[config.mk]
export PLATFORM = sky130hd
export DESIGN_NAME = sensor_request_scheduler
export DESIGN_NICKNAME = d
export VERILOG_FILES = /design/src/rtl/sensor_request_scheduler.sv
export SDC_FILE = /design/constraint.sdc
export NUM_CORES = 1
export LEC_CHECK = 0
export CORE_ASPECT_RATIO = 1.2
export CORE_MARGIN = 1.5
export CORE_UTILIZATION = 40
export DETAILED_ROUTE_END_ITERATION = 12
export SYNTH_ARGS = -nofsm -noshare
export SYNTH_HDL_FRONTEND = slang
export SYNTH_SLANG_ARGS = --single-unit
[constraint.sdc]
create_clock -name clock -period 4.18 [get_ports clock]
set_input_delay 0.836 -clock clock [delete_from_list [all_inputs] [get_ports clock]]
set_output_delay 0.836 -clock clock [all_outputs]
set_load 0.005 [all_outputs]
[src/rtl/sensor_request_scheduler.sv]
// Sensor request scheduler: arbitrates host requests against a periodic
// auto-poll, drives a one-hot sensor enable for one access at a time, enforces
// the sensor's minimum inter-read gap and an access timeout, then emits a
// two-byte response (header, data) through the UART transmitter handshake.
module sensor_request_scheduler #(
  parameter int DEVICE_COUNT         = 32,
  parameter int MIN_GAP_CYCLES       = 100000000,
  parameter int TIMEOUT_CYCLES       = 5000000,
  parameter int POLL_INTERVAL_CYCLES = 250000000
) (
  input  logic        clock,
  input  logic        reset_n,
  input  logic        req_valid,
  input  logic [4:0]  req_device,
  input  logic [7:0]  req_command,
  output logic        req_ready,
  input  logic        auto_enable,
  input  logic [4:0]  auto_device,
  input  logic [7:0]  auto_command,
  output logic [31:0] sensor_enable,
  output logic [7:0]  sensor_request,
  input  logic        sensor_finished,
  input  logic [7:0]  sensor_data,
  output logic        tx_valid,
  output logic [7:0]  tx_data,
  input  logic        tx_busy,
  input  logic        tx_done
);

  // Counter widths sized to hold their terminal value; a zero-width counter
  // is avoided by clamping to one bit.
  localparam int GAP_W  = (MIN_GAP_CYCLES > 0) ? $clog2(MIN_GAP_CYCLES + 1) : 1;
  localparam int TMO_W  = (TIMEOUT_CYCLES > 1) ? $clog2(TIMEOUT_CYCLES + 1) : 1;
  localparam int POLL_W = (POLL_INTERVAL_CYCLES > 1) ? $clog2(POLL_INTERVAL_CYCLES + 1) : 1;

  localparam logic [GAP_W-1:0]  GAP_LOAD  = GAP_W'(MIN_GAP_CYCLES);
  localparam logic [TMO_W-1:0]  TMO_LAST  = TMO_W'(TIMEOUT_CYCLES - 1);
  localparam logic [POLL_W-1:0] POLL_LAST = POLL_W'(POLL_INTERVAL_CYCLES - 1);
  localparam logic [5:0]        DEV_LIMIT = 6'(DEVICE_COUNT);

  // Header status codes (upper three bits of the header byte).
  localparam logic [2:0] STAT_HOST_OK = 3'b000;
  localparam logic [2:0] STAT_AUTO_OK = 3'b001;
  localparam logic [2:0] STAT_INVALID = 3'b110;
  localparam logic [2:0] STAT_TIMEOUT = 3'b111;

  typedef enum logic [2:0] {
    ST_IDLE,
    ST_ACCESS,
    ST_SEND_HDR,
    ST_WAIT_HDR,
    ST_SEND_DATA,
    ST_WAIT_DATA
  } state_t;

  state_t             state_q, state_d;
  logic [GAP_W-1:0]   gap_cnt_q, gap_cnt_d;
  logic [TMO_W-1:0]   tmo_cnt_q, tmo_cnt_d;
  logic [POLL_W-1:0]  poll_cnt_q, poll_cnt_d;
  logic               auto_pending_q, auto_pending_d;
  logic [4:0]         device_q, device_d;
  logic               is_auto_q, is_auto_d;
  logic [2:0]         status_q, status_d;
  logic [7:0]         data_q, data_d;
  logic [31:0]        sensor_enable_q, sensor_enable_d;
  logic [7:0]         sensor_request_q, sensor_request_d;
  logic               tx_valid_q, tx_valid_d;
  logic [7:0]         tx_data_q, tx_data_d;

  logic               ready_int;
  logic               poll_wrap;
  logic               host_accept;
  logic               auto_accept;
  logic [4:0]         sel_device;
  logic [7:0]         sel_command;
  logic               sel_valid_dev;
  logic               leave_access;

  // Host may only be accepted from IDLE once the inter-read gap has elapsed;
  // held low during reset so every output reads zero while reset_n is low.
  always_comb begin
    ready_int = (state_q == ST_IDLE) && (gap_cnt_q == '0);
  end

  assign req_ready      = ready_int & reset_n;
  assign sensor_enable  = sensor_enable_q;
  assign sensor_request = sensor_request_q;
  assign tx_valid       = tx_valid_q;
  assign tx_data        = tx_data_q;

  // Arbitration: a pending host request always beats the auto-poll; the
  // auto-poll only goes when the host line is quiet.
  always_comb begin
    poll_wrap     = auto_enable && (poll_cnt_q == POLL_LAST);
    host_accept   = 1'b0;
    auto_accept   = 1'b0;
    if (state_q == ST_IDLE) begin
      host_accept = req_valid && ready_int;
      auto_accept = !req_valid && auto_pending_q && (gap_cnt_q == '0);
    end
    sel_device    = host_accept ? req_device : auto_device;
    sel_command   = host_accept ? req_command : auto_command;
    sel_valid_dev = ({1'b0, sel_device} < DEV_LIMIT);
  end

  // Next-state logic for the scheduler FSM, gap counter and poll timer.
  always_comb begin
    state_d          = state_q;
    gap_cnt_d        = gap_cnt_q;
    tmo_cnt_d        = tmo_cnt_q;
    poll_cnt_d       = poll_cnt_q;
    auto_pending_d   = auto_pending_q;
    device_d         = device_q;
    is_auto_d        = is_auto_q;
    status_d         = status_q;
    data_d           = data_q;
    sensor_enable_d  = sensor_enable_q;
    sensor_request_d = sensor_request_q;
    tx_valid_d       = 1'b0;
    tx_data_d        = tx_data_q;
    leave_access     = 1'b0;

    // The gap counter drains in every state and saturates at zero.
    if (gap_cnt_q != '0) begin
      gap_cnt_d = gap_cnt_q - GAP_W'(1);
    end

    // Poll timer: free-runs while enabled, one pending poll at most.
    if (!auto_enable) begin
      poll_cnt_d     = '0;
      auto_pending_d = 1'b0;
    end else if (poll_wrap) begin
      poll_cnt_d     = '0;
      auto_pending_d = 1'b1;
    end else begin
      poll_cnt_d = poll_cnt_q + POLL_W'(1);
    end

    case (state_q)
      ST_IDLE: begin
        if (host_accept || auto_accept) begin
          device_d  = sel_device;
          is_auto_d = auto_accept;
          // A poll wrapping in the same cycle starts a fresh pending poll.
          if (auto_accept && !poll_wrap) begin
            auto_pending_d = 1'b0;
          end
          if (sel_valid_dev) begin
            state_d          = ST_ACCESS;
            tmo_cnt_d        = '0;
            sensor_enable_d  = 32'd1 << sel_device;
            sensor_request_d = sel_command;
          end else begin
            // No sensor touched, so the gap is not reloaded.
            state_d  = ST_SEND_HDR;
            status_d = STAT_INVALID;
            data_d   = 8'h00;
          end
        end
      end

      ST_ACCESS: begin
        // A done strobe arriving on the last timeout cycle still counts.
        if (sensor_finished) begin
          status_d     = is_auto_q ? STAT_AUTO_OK : STAT_HOST_OK;
          data_d       = sensor_data;
          leave_access = 1'b1;
        end else if (tmo_cnt_q == TMO_LAST) begin
          status_d     = STAT_TIMEOUT;
          data_d       = 8'hFF;
          leave_access = 1'b1;
        end else begin
          tmo_cnt_d = tmo_cnt_q + TMO_W'(1);
        end
        if (leave_access) begin
          state_d          = ST_SEND_HDR;
          sensor_enable_d  = '0;
          sensor_request_d = '0;
          gap_cnt_d        = GAP_LOAD;
        end
      end

      ST_SEND_HDR: begin
        if (!tx_busy) begin
          tx_valid_d = 1'b1;
          tx_data_d  = {status_q, device_q};
          state_d    = ST_WAIT_HDR;
        end
      end

      ST_WAIT_HDR: begin
        if (tx_done) begin
          state_d = ST_SEND_DATA;
        end
      end

      ST_SEND_DATA: begin
        if (!tx_busy) begin
          tx_valid_d = 1'b1;
          tx_data_d  = data_q;
          state_d    = ST_WAIT_DATA;
        end
      end

      ST_WAIT_DATA: begin
        if (tx_done) begin
          state_d = ST_IDLE;
        end
      end

      default: begin
        state_d = ST_IDLE;
      end
    endcase
  end

  // State register; reset abandons any access or response in flight.
  always_ff @(posedge clock) begin
    if (!reset_n) begin
      state_q          <= ST_IDLE;
      gap_cnt_q        <= '0;
      tmo_cnt_q        <= '0;
      poll_cnt_q       <= '0;
      auto_pending_q   <= 1'b0;
      device_q         <= '0;
      is_auto_q        <= 1'b0;
      status_q         <= '0;
      data_q           <= '0;
      sensor_enable_q  <= '0;
      sensor_request_q <= '0;
      tx_valid_q       <= 1'b0;
      tx_data_q        <= '0;
    end else begin
      state_q          <= state_d;
      gap_cnt_q        <= gap_cnt_d;
      tmo_cnt_q        <= tmo_cnt_d;
      poll_cnt_q       <= poll_cnt_d;
      auto_pending_q   <= auto_pending_d;
      device_q         <= device_d;
      is_auto_q        <= is_auto_d;
      status_q         <= status_d;
      data_q           <= data_d;
      sensor_enable_q  <= sensor_enable_d;
      sensor_request_q <= sensor_request_d;
      tx_valid_q       <= tx_valid_d;
      tx_data_q        <= tx_data_d;
    end
  end

endmodule

==> metrics.txt <==
status finished, final reports clean; RSZ-0062 raised after global routing false; switching power around 1.7 mW; H-tree depth 4; post-CTS sizing 0; final core utilization between 50% and 60%; minimum clock period 3.99 ns; vias in the first global route 6,068; Syn Inst Count 800; pre-CTS setup slack just under 0.7 ns; Pins Over Slew Limit 0; Reg area ~2900 µm²; number of flops mapped to enable cells by yosys 0; Tcrit/Tclk final between 90% and 100%; CP arrival 3.15 ns; detailed placement HPWL 12.3 mm; ys flop type dfxtp_1; number of I/O pins 91; post-synthesis sequential area ratio between 40% and 50%; hold_buf cts 0; commonest non-fill, non-tap cells in the layout dfxtp_1, clkdlybuf4s50_1, nor2_1; TritonCTS Buffers 17; FP Rows 52; Multi-input gate area ~3700 µm²; syn_nets around 850; Starting DRT DRC Count around 300; FF-to-FF End sensor_enable[5]$_SDFFE_PN0P_; maximum clock frequency 251 MHz; critical path's slowest cell or4_4; Int Power between 2 and 3 mW; Worst R2R Path Depth 6; Root Driver clkbuf_16; Endpoint, Worst Hold status_q[1]$_SDFFE_PN0P_; Vias/cell 5.56; Synth cell types 57; switching share of power 36.2%; number of synthesized register bits 147; layout cell share with drive strength beyond 1 7.20%; critical path class flop to output pin; hold depth 1; Antenna Nets Post-Route 0; Buffers on Ports 90; slew margin rel. roughly a third; Sink Count 147; CORE AREA 16,900 µm²; synth-to-layout area growth 24.4%; combinational power share a little under a third; crit-path leading delay family simple AND/OR/NAND/NOR gates; Flop pwr share a little over a third; clock slew at reported path FFs around 0.070 ns; max cap viols 0; r2r startpoint gap_cnt_q[14]$_SDFF_PN0_; largest net degree at the start of global routing 41; power share of the clock group between 30% and 40%; CTS Buffer Depth 2; RD Place Congestion around 0.80; routed wire length between 15 and 20 mm; Die Wd about 120 µm; total number of vias between 6,000 and 7,000; grt ovf 0; die area approximately 18,000 µm²; Worst Path Max Fanout 6; starting density of the core about two fifths; clk_lat worst skew around 0.43 ns; VDD IR max between 300 and 400 µV; CTS tree yes; average wire per standard cell ~16 µm; first drt pass iteration count 5; CP Depth 6; crit end category output pin; Synth Cell Area about 6900 µm²; DRC viols 0; async set or reset register ratio after synthesis 0%; worst setup margin about 0.19 ns; Post-Route Skew roughly 0.012 ns; Post-CTS Setup Inserts 0; Pleak ~2.8 nW; synthesized area per cell roughly 8.6 µm²; first-pass GRT wire length approximately 30 mm; Die Y 147 µm; Crit path required time 3.34 ns; Total GRT Usage just over 20%; most common cell after layout, fill and taps aside dfxtp_1; Fill cells about 1,600; initial antenna violation count 0; Antenna diodes 0; Setup violations, final 0; worst reg-to-reg setup slack 0.87 ns; hold_sp status_q[1]$_SDFFE_PN0P_; Critical Path Start Type flop; CP bufs+invs 2; Yosys warnings 0; Worst Hold Class flop to flop; Worst-Margin Slew just over 1 ns; CP peak stage delay between 0.5 and 0.6 ns; final hold vios 0; WHS 0.467 ns; P per Cell Area between 500 and 600 nW/µm²; CP Cell Sequence or4_4 > or4_1 > nor4b_1 > nand3_1 > inv_1 > clkdlybuf4s50_1; setup_tns 0 ns; nets@finish a little over 900
[cell families after synthesis]
| family | share of synthesized area, % |
|---|---|
| compound gates | 16.8 |
| xor+xnor | 4.57 |
| fa+ha+maj | 0.725 |
| buf+inv | 3.37 |
| flops | 42.6 |
| mux | 5.44 |
| simple gates | 26.5 |
[power by group through the flow]
stage / Combinational (mW) / Clock (mW) / Sequential [mW]
CTS: 1.46 / 1.57 / 1.66
detailed placement: 1.45 / 0 / 1.68
global placement: 1.41 / 0 / 1.68
finish: 1.47 / 1.54 / 1.66
global route: 1.63 / 1.63 / 1.68
floorplan: 1.06 / 0 / 1.65
[registers in the layout (all words and copies together), names as in the netlist]
| signal | flops |
|---|---|
| is_auto_q | 1 |
| tx_valid | 1 |
| poll_cnt_q | 28 |
| auto_pending_q | 1 |
| tx_data | 8 |
| sensor_request | 8 |
| tmo_cnt_q | 23 |
| data_q | 8 |
| status_q | 2 |
| gap_cnt_q | 27 |
| sensor_enable | 32 |
| state_q | 3 |
| device_q | 5 |
[how the worst max path moves through the flow]
stage | startpoint | to | slack (ns)
detailed placement | gap_cnt_q[14]$_SDFF_PN0_ | req_ready | 0.68
global placement | gap_cnt_q[14]$_SDFF_PN0_ | req_ready | 0.70
floorplan | gap_cnt_q[14]$_SDFF_PN0_ | req_ready | 1.14
global route | gap_cnt_q[14]$_SDFF_PN0_ | req_ready | 0.01
finish | gap_cnt_q[14]$_SDFF_PN0_ | req_ready | 0.19
CTS | gap_cnt_q[14]$_SDFF_PN0_ | req_ready | 0.18
[per-stage QoR]
stage / power [mW] / instances / cell area [µm²]
2_1_floorplan: 2.71 / 800 / 6910
3_3_place_gp: 3.08 / 1073 / 7990
3_5_place_dp: 3.13 / 1073 / 7990
4_1_cts: 4.69 / 1105 / 8590
5_1_grt: 4.94 / 1105 / 8590
6_report: 4.67 / 1105 / 8590
[area by class of cell]
class                      count  area share, %
clock inverter                14           1.85
tap                          216           3.15
timing repair buffer         104           11.7
clock buffer                  18           5.11
inverter                      12          0.524
multi-input combinational    594           43.4
sequential                   147           34.3
[routing by layer]
layer	routed length [µm]	global-route usage [%]	part of all wire, %	vias up
li1	-	-	-	3059
met1	8110	26.0	46	2936
met2	8550	34.1	48	121
met3	785	5.12	4.4	23
met4	289	6.69	1.6	0
met5	0	0	0	-
[worst register-to-register path: stages (launching register included)]
cell and delay (ns):
dfxtp_1 0.36, or4_4 0.56, or4_1 0.53, buf_4 0.21, nor4_4 0.81, mux2i_1 0.57, o2bb2ai_1 0.14
[synth_stat cells (4+ instances only)]
master / count / share of area [%]
or3_1: 13 / 1.2
nor3_1: 37 / 2.7
nand3_1: 29 / 2.1
nand2_1: 67 / 3.6
and4_1: 5 / 0.63
nor2b_1: 5 / 0.45
dfxtp_1: 147 / 43
xnor2_1: 27 / 3.4
a21oi_1: 51 / 3.7
nor4b_1: 6 / 0.76
clkbuf_1: 36 / 2.0
a211oi_1: 12 / 1.3
mux2_2: 4 / 0.65
o2bb2ai_1: 39 / 4.9
a31oi_1: 10 / 0.91
or4_1: 18 / 2.0
o21ai_0: 24 / 1.7
and3_1: 10 / 0.91
nand4_1: 15 / 1.4
ha_1: 4 / 0.72
inv_1: 12 / 0.65
or2_2: 7 / 0.63
nor4_1: 6 / 0.54
nor3b_1: 4 / 0.43
buf_1: 7 / 0.38
o31ai_1: 10 / 1.1
nor2_1: 80 / 4.3
nand2b_1: 23 / 2.1
and2_1: 6 / 0.54
xor2_1: 9 / 1.1
mux2i_1: 33 / 4.8
Note: power is estimated with default switching activity, not from simulation.
